[src/rtl/input_arbiter_rr.sv]
// Packet round-robin arbiter: per-input FIFOs drained one whole packet at a time onto one bus; 1-cycle read-to-out_wr latency,
// out_rdy low freezes reads and FSM, in_rdy drops at depth-1 occupancy. Define INPUT_ARBITER_PKT_COUNT_EN for the pkt_count output.
module input_arbiter_fifo #(
    parameter int WIDTH      = 72,
    parameter int DEPTH_BITS = 2
) (
    input  logic             clk,
    input  logic             reset,
    input  logic             wr,
    input  logic [WIDTH-1:0] wr_data,
    input  logic             rd,
    output logic [WIDTH-1:0] rd_data,
    output logic             empty,
    output logic             nearly_full
);
    localparam int DEPTH = 2**DEPTH_BITS;
    localparam logic [DEPTH_BITS:0] FULL_CNT = (DEPTH_BITS+1)'(DEPTH);
    localparam logic [DEPTH_BITS:0] NF_CNT   = (DEPTH_BITS+1)'(DEPTH - 1);

    logic [WIDTH-1:0]      mem [DEPTH];
    logic [DEPTH_BITS-1:0] wr_ptr;
    logic [DEPTH_BITS-1:0] rd_ptr;
    logic [DEPTH_BITS:0]   count;
    logic                  full;
    logic                  do_wr;
    logic                  do_rd;

    assign full        = (count == FULL_CNT);
    assign empty       = (count == '0);
    assign nearly_full = (count >= NF_CNT);
    assign do_rd       = rd && !empty;
    // A write into a full FIFO is only taken when a read frees a slot in the same cycle.
    assign do_wr       = wr && (!full || do_rd);
    assign rd_data     = mem[rd_ptr];

    always_ff @(posedge clk) begin
        if (do_wr) mem[wr_ptr] <= wr_data;
    end

    always_ff @(posedge clk or posedge reset) begin
        if (reset) begin
            wr_ptr <= '0;
            rd_ptr <= '0;
            count  <= '0;
        end else begin
            if (do_wr) wr_ptr <= wr_ptr + 1'b1;
            if (do_rd) rd_ptr <= rd_ptr + 1'b1;
            if (do_wr && !do_rd)      count <= count + 1'b1;
            else if (do_rd && !do_wr) count <= count - 1'b1;
        end
    end
endmodule

module input_arbiter_rr #(
    parameter int DATA_WIDTH      = 64,
    parameter int CTRL_WIDTH      = DATA_WIDTH/8,
    parameter int NUM_QUEUES      = 8,
    parameter int FIFO_DEPTH_BITS = 2
) (
    input  logic                             clk,
    input  logic                             reset,
    input  logic [NUM_QUEUES*DATA_WIDTH-1:0] in_data,
    input  logic [NUM_QUEUES*CTRL_WIDTH-1:0] in_ctrl,
    input  logic [NUM_QUEUES-1:0]            in_wr,
    output logic [NUM_QUEUES-1:0]            in_rdy,
    output logic [DATA_WIDTH-1:0]            out_data,
    output logic [CTRL_WIDTH-1:0]            out_ctrl,
    output logic                             out_wr,
    input  logic                             out_rdy
`ifdef INPUT_ARBITER_PKT_COUNT_EN
    ,
    output logic [31:0]                      pkt_count
`endif
);
    localparam int QW = $clog2(NUM_QUEUES);

    typedef struct packed {
        logic [CTRL_WIDTH-1:0] ctrl;
        logic [DATA_WIDTH-1:0] data;
    } word_t;

    typedef enum logic [1:0] {IDLE, HDRS, PAYLOAD} state_t;

    state_t                state;
    state_t                state_nxt;
    logic [QW-1:0]         rr_ptr;
    logic [QW-1:0]         rr_ptr_nxt;
    logic [QW-1:0]         cur;
    logic [QW-1:0]         cur_nxt;
    logic [NUM_QUEUES-1:0] empty;
    logic [NUM_QUEUES-1:0] nearly_full;
    logic [NUM_QUEUES-1:0] fifo_rd;
    word_t                 head [NUM_QUEUES];
    word_t                 cur_word;
    logic                  rd_en;
    logic                  eop;
    logic                  gnt_vld;
    logic [QW-1:0]         gnt_idx;

    genvar i;
    generate
        for (i = 0; i < NUM_QUEUES; i++) begin : g_q
            word_t wr_word;
            assign wr_word    = {in_ctrl[i*CTRL_WIDTH +: CTRL_WIDTH], in_data[i*DATA_WIDTH +: DATA_WIDTH]};
            assign fifo_rd[i] = rd_en && (cur == QW'(i));

            input_arbiter_fifo #(
                .WIDTH      ($bits(word_t)),
                .DEPTH_BITS (FIFO_DEPTH_BITS)
            ) u_fifo (
                .clk         (clk),
                .reset       (reset),
                .wr          (in_wr[i]),
                .wr_data     (wr_word),
                .rd          (fifo_rd[i]),
                .rd_data     (head[i]),
                .empty       (empty[i]),
                .nearly_full (nearly_full[i])
            );
        end
    endgenerate

    assign in_rdy   = ~nearly_full;
    assign cur_word = head[cur];
    assign rd_en    = (state != IDLE) && out_rdy && !empty[cur];
    assign eop      = (state == PAYLOAD) && rd_en && (cur_word.ctrl != '0);

    // Descending scan so the lowest offset from rr_ptr wins.
    always_comb begin
        gnt_vld = 1'b0;
        gnt_idx = rr_ptr;
        for (int k = NUM_QUEUES-1; k >= 0; k--) begin
            if (!empty[rr_ptr + QW'(k)]) begin
                gnt_vld = 1'b1;
                gnt_idx = rr_ptr + QW'(k);
            end
        end
    end

    always_comb begin
        state_nxt  = state;
        cur_nxt    = cur;
        rr_ptr_nxt = rr_ptr;
        unique case (state)
            IDLE: begin
                if (gnt_vld) begin
                    cur_nxt   = gnt_idx;
                    state_nxt = HDRS;
                end
            end
            HDRS: begin
                if (rd_en && cur_word.ctrl == '0) state_nxt = PAYLOAD;
            end
            PAYLOAD: begin
                if (eop) begin
                    rr_ptr_nxt = cur + 1'b1;
                    state_nxt  = IDLE;
                end
            end
            default: state_nxt = IDLE;
        endcase
    end

    always_ff @(posedge clk or posedge reset) begin
        if (reset) begin
            state    <= IDLE;
            cur      <= '0;
            rr_ptr   <= '0;
            out_wr   <= 1'b0;
            out_data <= '0;
            out_ctrl <= '0;
        end else begin
            state  <= state_nxt;
            cur    <= cur_nxt;
            rr_ptr <= rr_ptr_nxt;
            out_wr <= rd_en;
            if (rd_en) begin
                out_data <= cur_word.data;
                out_ctrl <= cur_word.ctrl;
            end
        end
    end

`ifdef INPUT_ARBITER_PKT_COUNT_EN
    always_ff @(posedge clk or posedge reset) begin
        if (reset) begin
            pkt_count <= '0;
        end else if (eop && pkt_count != 32'hFFFF_FFFF) begin
            pkt_count <= pkt_count + 32'd1;
        end
    end
`endif
endmodule
[config.mk]
export PLATFORM = sky130hd
export DESIGN_NAME = input_arbiter_rr
export DESIGN_NICKNAME = d
export VERILOG_FILES = /design/src/rtl/input_arbiter_rr.sv
export SDC_FILE = /design/constraint.sdc
export NUM_CORES = 2
export LEC_CHECK = 0
export BUFFER_PORTS_ARGS = -buffer_cell sky130_fd_sc_hd__buf_2
export CAP_MARGIN = 15
export CORE_MARGIN = 3
export CORE_UTILIZATION = 35
export DETAILED_ROUTE_END_ITERATION = 12
export PLACE_DENSITY = 0.47
export REMOVE_ABC_BUFFERS = 1
export SYNTH_ARGS = -nofsm -noshare
export SYNTH_HDL_FRONTEND = slang
export SYNTH_HIERARCHICAL = 1
export SYNTH_SLANG_ARGS = --single-unit
[constraint.sdc]
create_clock -name clk -period 4.2 [get_ports clk]
set_input_delay 0.63 -clock clk [delete_from_list [all_inputs] [get_ports clk]]
set_output_delay 0.63 -clock clk [all_outputs]
set_load 0.005 [all_outputs]
# After elaboration in Yosys (flattened, before gate mapping)
# Memory sizes are Yosys's and may differ from the RTL's.
# Index checks and enable logic that the tools add are counted.
op_classes:
  order_cmp: 18
  add_sub_neg: 40
  bitwise_logic: 2
  n_eq_ne: 20
  n_reduce_logical: 110
  n_mux: 73
ops:
  columns: ["op", "n"]
  rows:
  - ["binary-select mux 72 bit (select 3 bit)", 1]
  - ["two-way mux 72 bit", 2]
  - ["two-way mux 3 bit", 24]
  - ["logical AND 1 bit", 45]
  - ["== test 3 bit (second input constant)", 12]
  - ["< comparator 3 x 4 -> 1 bit (second input constant)", 9]
  - ["logical NOT 1 bit", 33]
  - ["two-way mux 1 bit", 33]
  - ["adder 2 x 1 -> 2 bit (second input constant)", 16]
  - ["adder 3 x 1 -> 3 bit (second input constant)", 10]
  - ["binary-select mux 1 bit (select 3 bit)", 9]
  - ["logical NOT 3 bit", 9]
  - [">= comparator 3 x 2 -> 1 bit (second input constant)", 8]
  - ["subtractor 3 x 1 -> 3 bit (second input constant)", 8]
  - ["nonzero test 2 bit", 9]
  - ["adder 3 bit (second input constant)", 4]
  - ["logical NOT 8 bit", 1]
  - ["logical OR 1 bit", 8]
  - ["inverter 8 bit", 1]
  - ["nonzero test 8 bit", 1]
  - ["adder 3 x 2 -> 3 bit (second input constant)", 2]
  - ["== test 3 x 2 -> 1 bit (second input constant)", 2]
  - ["two-way mux 2 bit", 3]
  - ["!= test 2 bit (second input constant)", 3]
  - ["other kinds (9)", 10]
word_totals:
  inputBits: 587
  wordCells: 301
  ramBits: 2304
  mem_count: 8
  register_bits: 137
mem_list:
  columns: ["memory", "depth", "word_bits", "rd", "rd_clocked_by_memory_dff", "wr", "line", "source"]
  rows:
  - ["g_q[0].u_fifo.mem", 4, 72, 1, 0, 1, "20", "logic [WIDTH-1:0] mem [DEPTH];"]
  - ["g_q[1].u_fifo.mem", 4, 72, 1, 0, 1, "20", null]
  - ["g_q[2].u_fifo.mem", 4, 72, 1, 0, 1, "20", null]
  - ["g_q[3].u_fifo.mem", 4, 72, 1, 0, 1, "20", null]
  - ["g_q[4].u_fifo.mem", 4, 72, 1, 0, 1, "20", null]
  - ["g_q[5].u_fifo.mem", 4, 72, 1, 0, 1, "20", null]
  - ["2 more memories", null, null, null, null, null, null, null]

# Longest topological paths before layout
depth:
  ltp_word: 13
  ltp_mapped: 16
  depth_no_buf: 12

# Cells and area by module
# Netlist, hierarchy kept.
by_module_without_submodules:
  columns: ["mod", "area_each_um2", "n_inst", "cells_each"]
  rows:
  - ["input_arbiter_fifo at g_q[0].u_fifo ...", 10801.6, 6, 413]
  - ["input_arbiter_fifo at g_q[6].u_fifo ...", 10804.1, 2, 413]
  - ["input_arbiter_rr", 8181.6, 1, 753]

# Worst setup path before layout
# OpenSTA, ideal clock, no wires.
synth_path:
  path_kind: "register to register"
  from: "register cur[1]"
  to: "memory g_q[0].u_fifo.mem[0][0], enable pin"
  setup_ps: 398
  required_ps: 3802
  t_arrival_ps: 3515
  stages_incl_launch_ff: 11
  setup_slack_ps: 287
  synth_period_minus_slack_ps: 3913
  path_cell_list: "dfrtp_1 -> buf_1 -> clkbuf_1 -> mux4_2 -> nand2_1 -> o2111a_1 -> clkbuf_1 -> clkbuf_1 -> and3_1 -> o41a_4 -> and2_2"
synth_between:
  elab_chain_len: 10
synth_rtl:
  columns: ["item", "line", "source"]
  rows:
  - ["start, declared", "88", "logic [QW-1:0] cur;"]
  - ["start signal, assigned", "174", "cur <= cur_nxt;"]
  - ["binary-select mux 1 bit (select 3 bit)", "125", "assign rd_en = (state != IDLE) && out_rdy && !empty[cur];"]
  - ["two-way mux 1 bit (implied by the code)", "125", null]
  - ["logical NOT 1 bit", "125", null]
  - ["logical AND 1 bit", "125", null]
  - ["logical AND 1 bit *", "105", "assign fifo_rd[i] = rd_en && (cur == QW'(i));"]
  - ["via fifo_rd[0]", "92", "logic [NUM_QUEUES-1:0] fifo_rd;"]
  - ["logical AND 1 bit *", "31", "assign do_rd = rd && !empty;"]
  - ["logical OR 1 bit *", "33", "assign do_wr = wr && (!full || do_rd);"]
  - ["logical AND 1 bit *", "33", null]
  - ["via g_q[0].u_fifo.do_wr", "25", "logic do_wr;"]
  - ["two-way mux 1 bit *", "37", "if (do_wr) mem[wr_ptr] <= wr_data;"]
  - ["two-way mux 1 bit (implied by the code) *", "37", null]
  - ["end, declared", "20", null]
# Mark *: on every way through the listed nets, which the timed path passes. The rest lies on a longest branch. The select of a mux whose other input is x is not followed.

# Final worst setup path
layout_path:
  from: "register g_q[7].u_fifo.count[0]"
  to: "register g_q[6].u_fifo.count[1]"
layout_between:
  elab_chain_len: 12
layout_rtl:
  columns: ["item", "line", "source"]
  rows:
  - ["start, declared", "23", "logic [DEPTH_BITS:0] count;"]
  - ["start signal, assigned", "48", "if (do_wr && !do_rd) count <= count + 1'b1;"]
  - ["start signal, assigned", "49", "else if (do_rd && !do_wr) count <= count - 1'b1;"]
  - ["logical NOT 3 bit *", "29", "assign empty = (count == '0);"]
  - ["via empty[7]", "90", "logic [NUM_QUEUES-1:0] empty;"]
  - ["binary-select mux 1 bit (select 3 bit) *", "125", null]
  - ["two-way mux 1 bit (implied by the code) *", "125", null]
  - ["logical NOT 1 bit *", "125", null]
  - ["logical AND 1 bit *", "125", null]
  - ["logical AND 1 bit *", "105", null]
  - ["via fifo_rd[6]", "92", null]
  - ["logical AND 1 bit *", "31", null]
  - ["logical OR 1 bit *", "33", null]
  - ["logical AND 1 bit *", "33", null]
  - ["via g_q[6].u_fifo.do_wr", "25", null]
  - ["logical NOT 1 bit", "49", null]
  - ["logical AND 1 bit", "49", null]
  - ["nonzero test 2 bit (no source line)", null, null]
  - ["end signal, assigned", "48", null]
  - ["end signal, assigned", "49", null]
  - ["end, declared", "23", null]
# Marked as above.
# A chain may end at the register's enable or synchronous reset.

==> metrics.md <==
| Metric | Value |
|---|---|
| Outcome | `completed` |
| Global route overflow | `0` |
| Ys Warns | `6` |
| Die height | `526 um` |
| Unrepaired setup endpoints after global routing | `false` |
| Ranking of synthesized cells by area | `edfxtp_1 73%, mux4_2 17%, dfrtp_1 3.6%, nand2_1 0.69%, ha_1 0.63%` |
| Initial DRC count | `4511` |
| Vias in the first global route | `a little over 50000` |
| Layout cells sized above 1 | `34.9%` |
| Final total power | `83.3 mW` |
| Slew of the pin with the lowest slew margin | `between 1000 and 1500 ps` |
| FF-to-FF End | `g_q[6].u_fifo/count[1]` |
| Worst r2r src | `g_q[7].u_fifo/count[0]` |
| Reg area | `72700 sq um` |
| Overall routing resource usage | `21.3%` |
| Fmax achieved | `0.275 GHz` |
| Final Critical Period | `3640 ps` |
| Area grow syn2layout | `24.5%` |
| Port Buffers | `667` |
| CTS H-tree lvls | `5` |
| Pleak | `39.3 nW` |
| Setup violators final | `0` |
| WL final | `297 mm` |
| Post-synthesis instance total | `about 4100` |
| Area leader, netlist | `edfxtp_1` |
| Combinational share of power | `30.9%` |
| Core Util, Final | `43.9%` |
| Final period util | `86.7%` |
| Critical Path Start Type | `flip-flop` |
| CP required | `approximately 4900 ps` |
| Nets@finish | `6164` |
| Post-DP HPWL | `203 mm` |
| Largest net degree at the start of global routing | `84` |
| Clock sink total | `2441` |
| Worst-case reg-to-reg path depth | `10` |
| Hold Path End | `g_q[3].u_fifo/mem[1][67]` |
| Clock Tree Buf Depth | `4` |
| Root Buffer | `clkbuf_16` |
| Wire per inst | `31.8 um` |
| First-pass GRT wire length | `412 mm` |
| Post-CTS resize count | `0` |
| Maxcap violations | `0` |
| Setup Total Neg Slack | `0 ps` |
| Cell row count | `190` |
| Power share of the clock group | `27.8%` |
| GPL Wtd Cong | `between 0.7 and 0.8` |
| Initial antenna violation count | `137` |
| Worst Skew | `54.1 ps` |
| Clk_lat worst skew | `890 ps` |
| FF+latch count, synth | `2441` |
| Synth top area share | `73.1%` |
| Slew margin rel. | `~28%` |
| Power density over the cells | `707 nW/um^2` |
| Via count | `48321` |
| HP Start | `in_ctrl[27]` |
| Placeable Area | `268000 sq um` |
| Post-CTS Setup Inserts | `0` |
| Fillcell total | `23117` |
| Remaining routing DRC violations | `0` |
| Distinct cells, synth | `50` |
| Die width | `526 um` |
| Synth Cell Area | `94600 sq um` |
| Area of the die | `277000 sq um` |
| Hold Path Class | `primary input to flip-flop` |
| DR pass1 iterations | `5` |
| Switch Pwr | `26.8 mW` |
| Peak VDD IR | `between 0.5 and 0.6 mV` |
| TritonCTS Buffers | `277` |
| I/O pins | `668` |
| Area occupied by multi-input gates | `20700 sq um` |
| Register share of total power | `about 41%` |
| Starting Density | `between 30% and 40%` |
| Mean Syn Cell Area | `23.3 sq um` |
| Worst Setup End Kind | `flip-flop` |
| Sequential area share after synthesis | `76.8%` |
| Cell Int Power | `approximately 56 mW` |
| Worst-path clk slew | `60 ps` |
| Final Slew Violations | `0` |
| CTS Hold Bufs | `roughly 570` |
| Critical path class | `flip-flop to flip-flop` |
| Worst Path Max Fanout | `28` |
| Arrival @ worst endpoint | `roughly 4400 ps` |
| Antenna viol nets, final | `0` |
| DR vias/cell | `5.16` |
| R2R Setup Slk | `about 560 ps` |
| CTS tree | `done` |
| Hold Vio Cnt, Final | `0` |
| Hold Crit Depth | `1` |
| Switching Share | `about 32%` |
==> critical path, cell delays in order, from the launching register on <==
cell and delay [ps]:
dfrtp_1 460, nor3_1 570, mux4_2 400, nand2_1 80, o2111a_4 290, and3_1 290, o41a_4 430, ha_1 250
inv_1 70, fa_1 400, mux2_2 270
==> state kept, by name, indices dropped and copies added (netlist names) <==
signal and flops:
cur 3, g_q.u_fifo/count 24, state 2, g_q.u_fifo/mem 2304, out_ctrl 8, g_q.u_fifo/wr_ptr 16
rr_ptr 3, out_data 64, g_q.u_fifo/rd_ptr 16, out_wr 1
==> metrics by stage <==
| step | instances | hold slack, ps | setup WS (ps) | area, sq um |
|---|---|---|---|---|
| finish | 9363 | 99.6 | 560 | 118000 |
| global placement | 8226 | 531 | 554 | 103000 |
| global route | 9324 | 45.3 | 400 | 118000 |
| detailed placement | 8226 | 542 | 528 | 103000 |
| floorplan | 3852 | 433 | -6750 | 93500 |
| CTS | 9293 | 6.32 | 520 | 118000 |
==> layout by cell type, fill, tap and decap left out, drive strengths merged, types with 2 or more instances in the layout <==
master | Yosys | layout
xnor2 | 44 | 44
o31ai | 2 | 2
nand2b | 12 | 12
o22a | 3 | 3
clkinv | 0 | 92
nor4 | 3 | 3
o2111a | 2 | 2
and3 | 7 | 7
o221ai | 4 | 4
fa | 8 | 8
mux2i | 13 | 13
xor2 | 8 | 8
a31oi | 74 | 74
nand2 | 173 | 173
and2 | 36 | 36
mux2 | 20 | 20
mux4 | 732 | 732
nor3b | 6 | 6
o41a | 8 | 8
a21oi | 8 | 8
or4 | 2 | 2
nor2b | 2 | 2
o21ai | 10 | 10
inv | 59 | 67
buf | 142 | 822
clkbuf | 63 | 378
ha | 48 | 48
nor3 | 16 | 16
bufinv | 0 | 12
o22ai | 4 | 4
clkinvlp | 0 | 9
dlygate4sd3 | 0 | 568
edfxtp | 2304 | 2304
diode | 0 | 70
nand3b | 11 | 11
a21o | 2 | 2
dfrtp | 137 | 137
nor2 | 86 | 86
==> layout make-up <==
class	count	share of cell area (%)
Antenna cell	70	0.149
Clock buffer	378	6.35
Multi-Input combinational cell	1352	17.6
Clock inverter	121	1.01
Timing Repair Buffer	1390	9.23
Sequential cell	2441	61.7
Inverter	59	0.194
Tap cell	3552	3.77
==> cell usage after synthesis, drive strengths merged <==
library cell	n
a21o	2
a21oi	8
a31oi	74
a41oi	1
and2	36
and3	7
and4	1
buf	142
clkbuf	63
dfrtp	137
edfxtp	2304
fa	8
ha	48
inv	59
mux2	20
mux2i	13
mux4	732
nand2	173
nand2b	12
nand3	1
nand3b	11
nor2	86
nor2b	2
nor3	16
nor3b	6
nor4	3
o2111a	2
o2111ai	1
o211ai	1
o21ai	10
o21bai	1
o221ai	4
o22a	3
o22ai	4
o311a	1
o31ai	2
o41a	8
or2b	1
or4	2
xnor2	44
xor2	8
==> cells by family after synthesis <==
family	after synthesis	share of synthesized area (%)
AOI/OAI and AO/OA	122	0.958
xor gates and xnor gates	52	0.481
adders and majority gates	56	0.804
buffers and inverters	264	1.40
DFF	2441	76.8
muxes	765	17.9
and+or+nand+nor	357	1.73
==> power groups by stage <==
stage | logic, mW | clock network [mW] | registers, mW
floorplan | 13.2 | 0 | 35.9
global placement | 26.2 | 0 | 34.8
detailed placement | 26.3 | 0 | 34.9
CTS | 26.9 | 23.8 | 34.5
global route | 27.4 | 24.8 | 34.8
finish | 25.7 | 23.2 | 34.4
==> metal layers <==
metal	part of all wire [%]	vias up	track usage (%)
met5	0.16	-	0
met4	2.4	76	4.91
met3	6.7	465	4.87
met2	49	1540	35.4
met1	42	26059	28.6
li1	-	20181	-
==> worst max-delay path by stage <==
| stage | startpoint | endpoint | slack [ps] | cells past startpoint |
|---|---|---|---|---|
| final | g_q[7].u_fifo/count[0] | g_q[6].u_fifo/count[1] | 560 | 10 |
| after global routing | g_q[6].u_fifo/count[0] | g_q[1].u_fifo/mem[1][69] | 400 | 9 |
| after CTS | cur[0] | g_q[1].u_fifo/mem[1][64] | 520 | 7 |
| after global placement | cur[0] | g_q[1].u_fifo/mem[1][71] | 550 | 7 |
| after detailed placement | cur[0] | g_q[1].u_fifo/mem[1][69] | 530 | 7 |
| after floorplan | cur[0] | g_q[4].u_fifo/mem[0][0] | -6750 | 6 |
(Power assumes the default switching activity.)
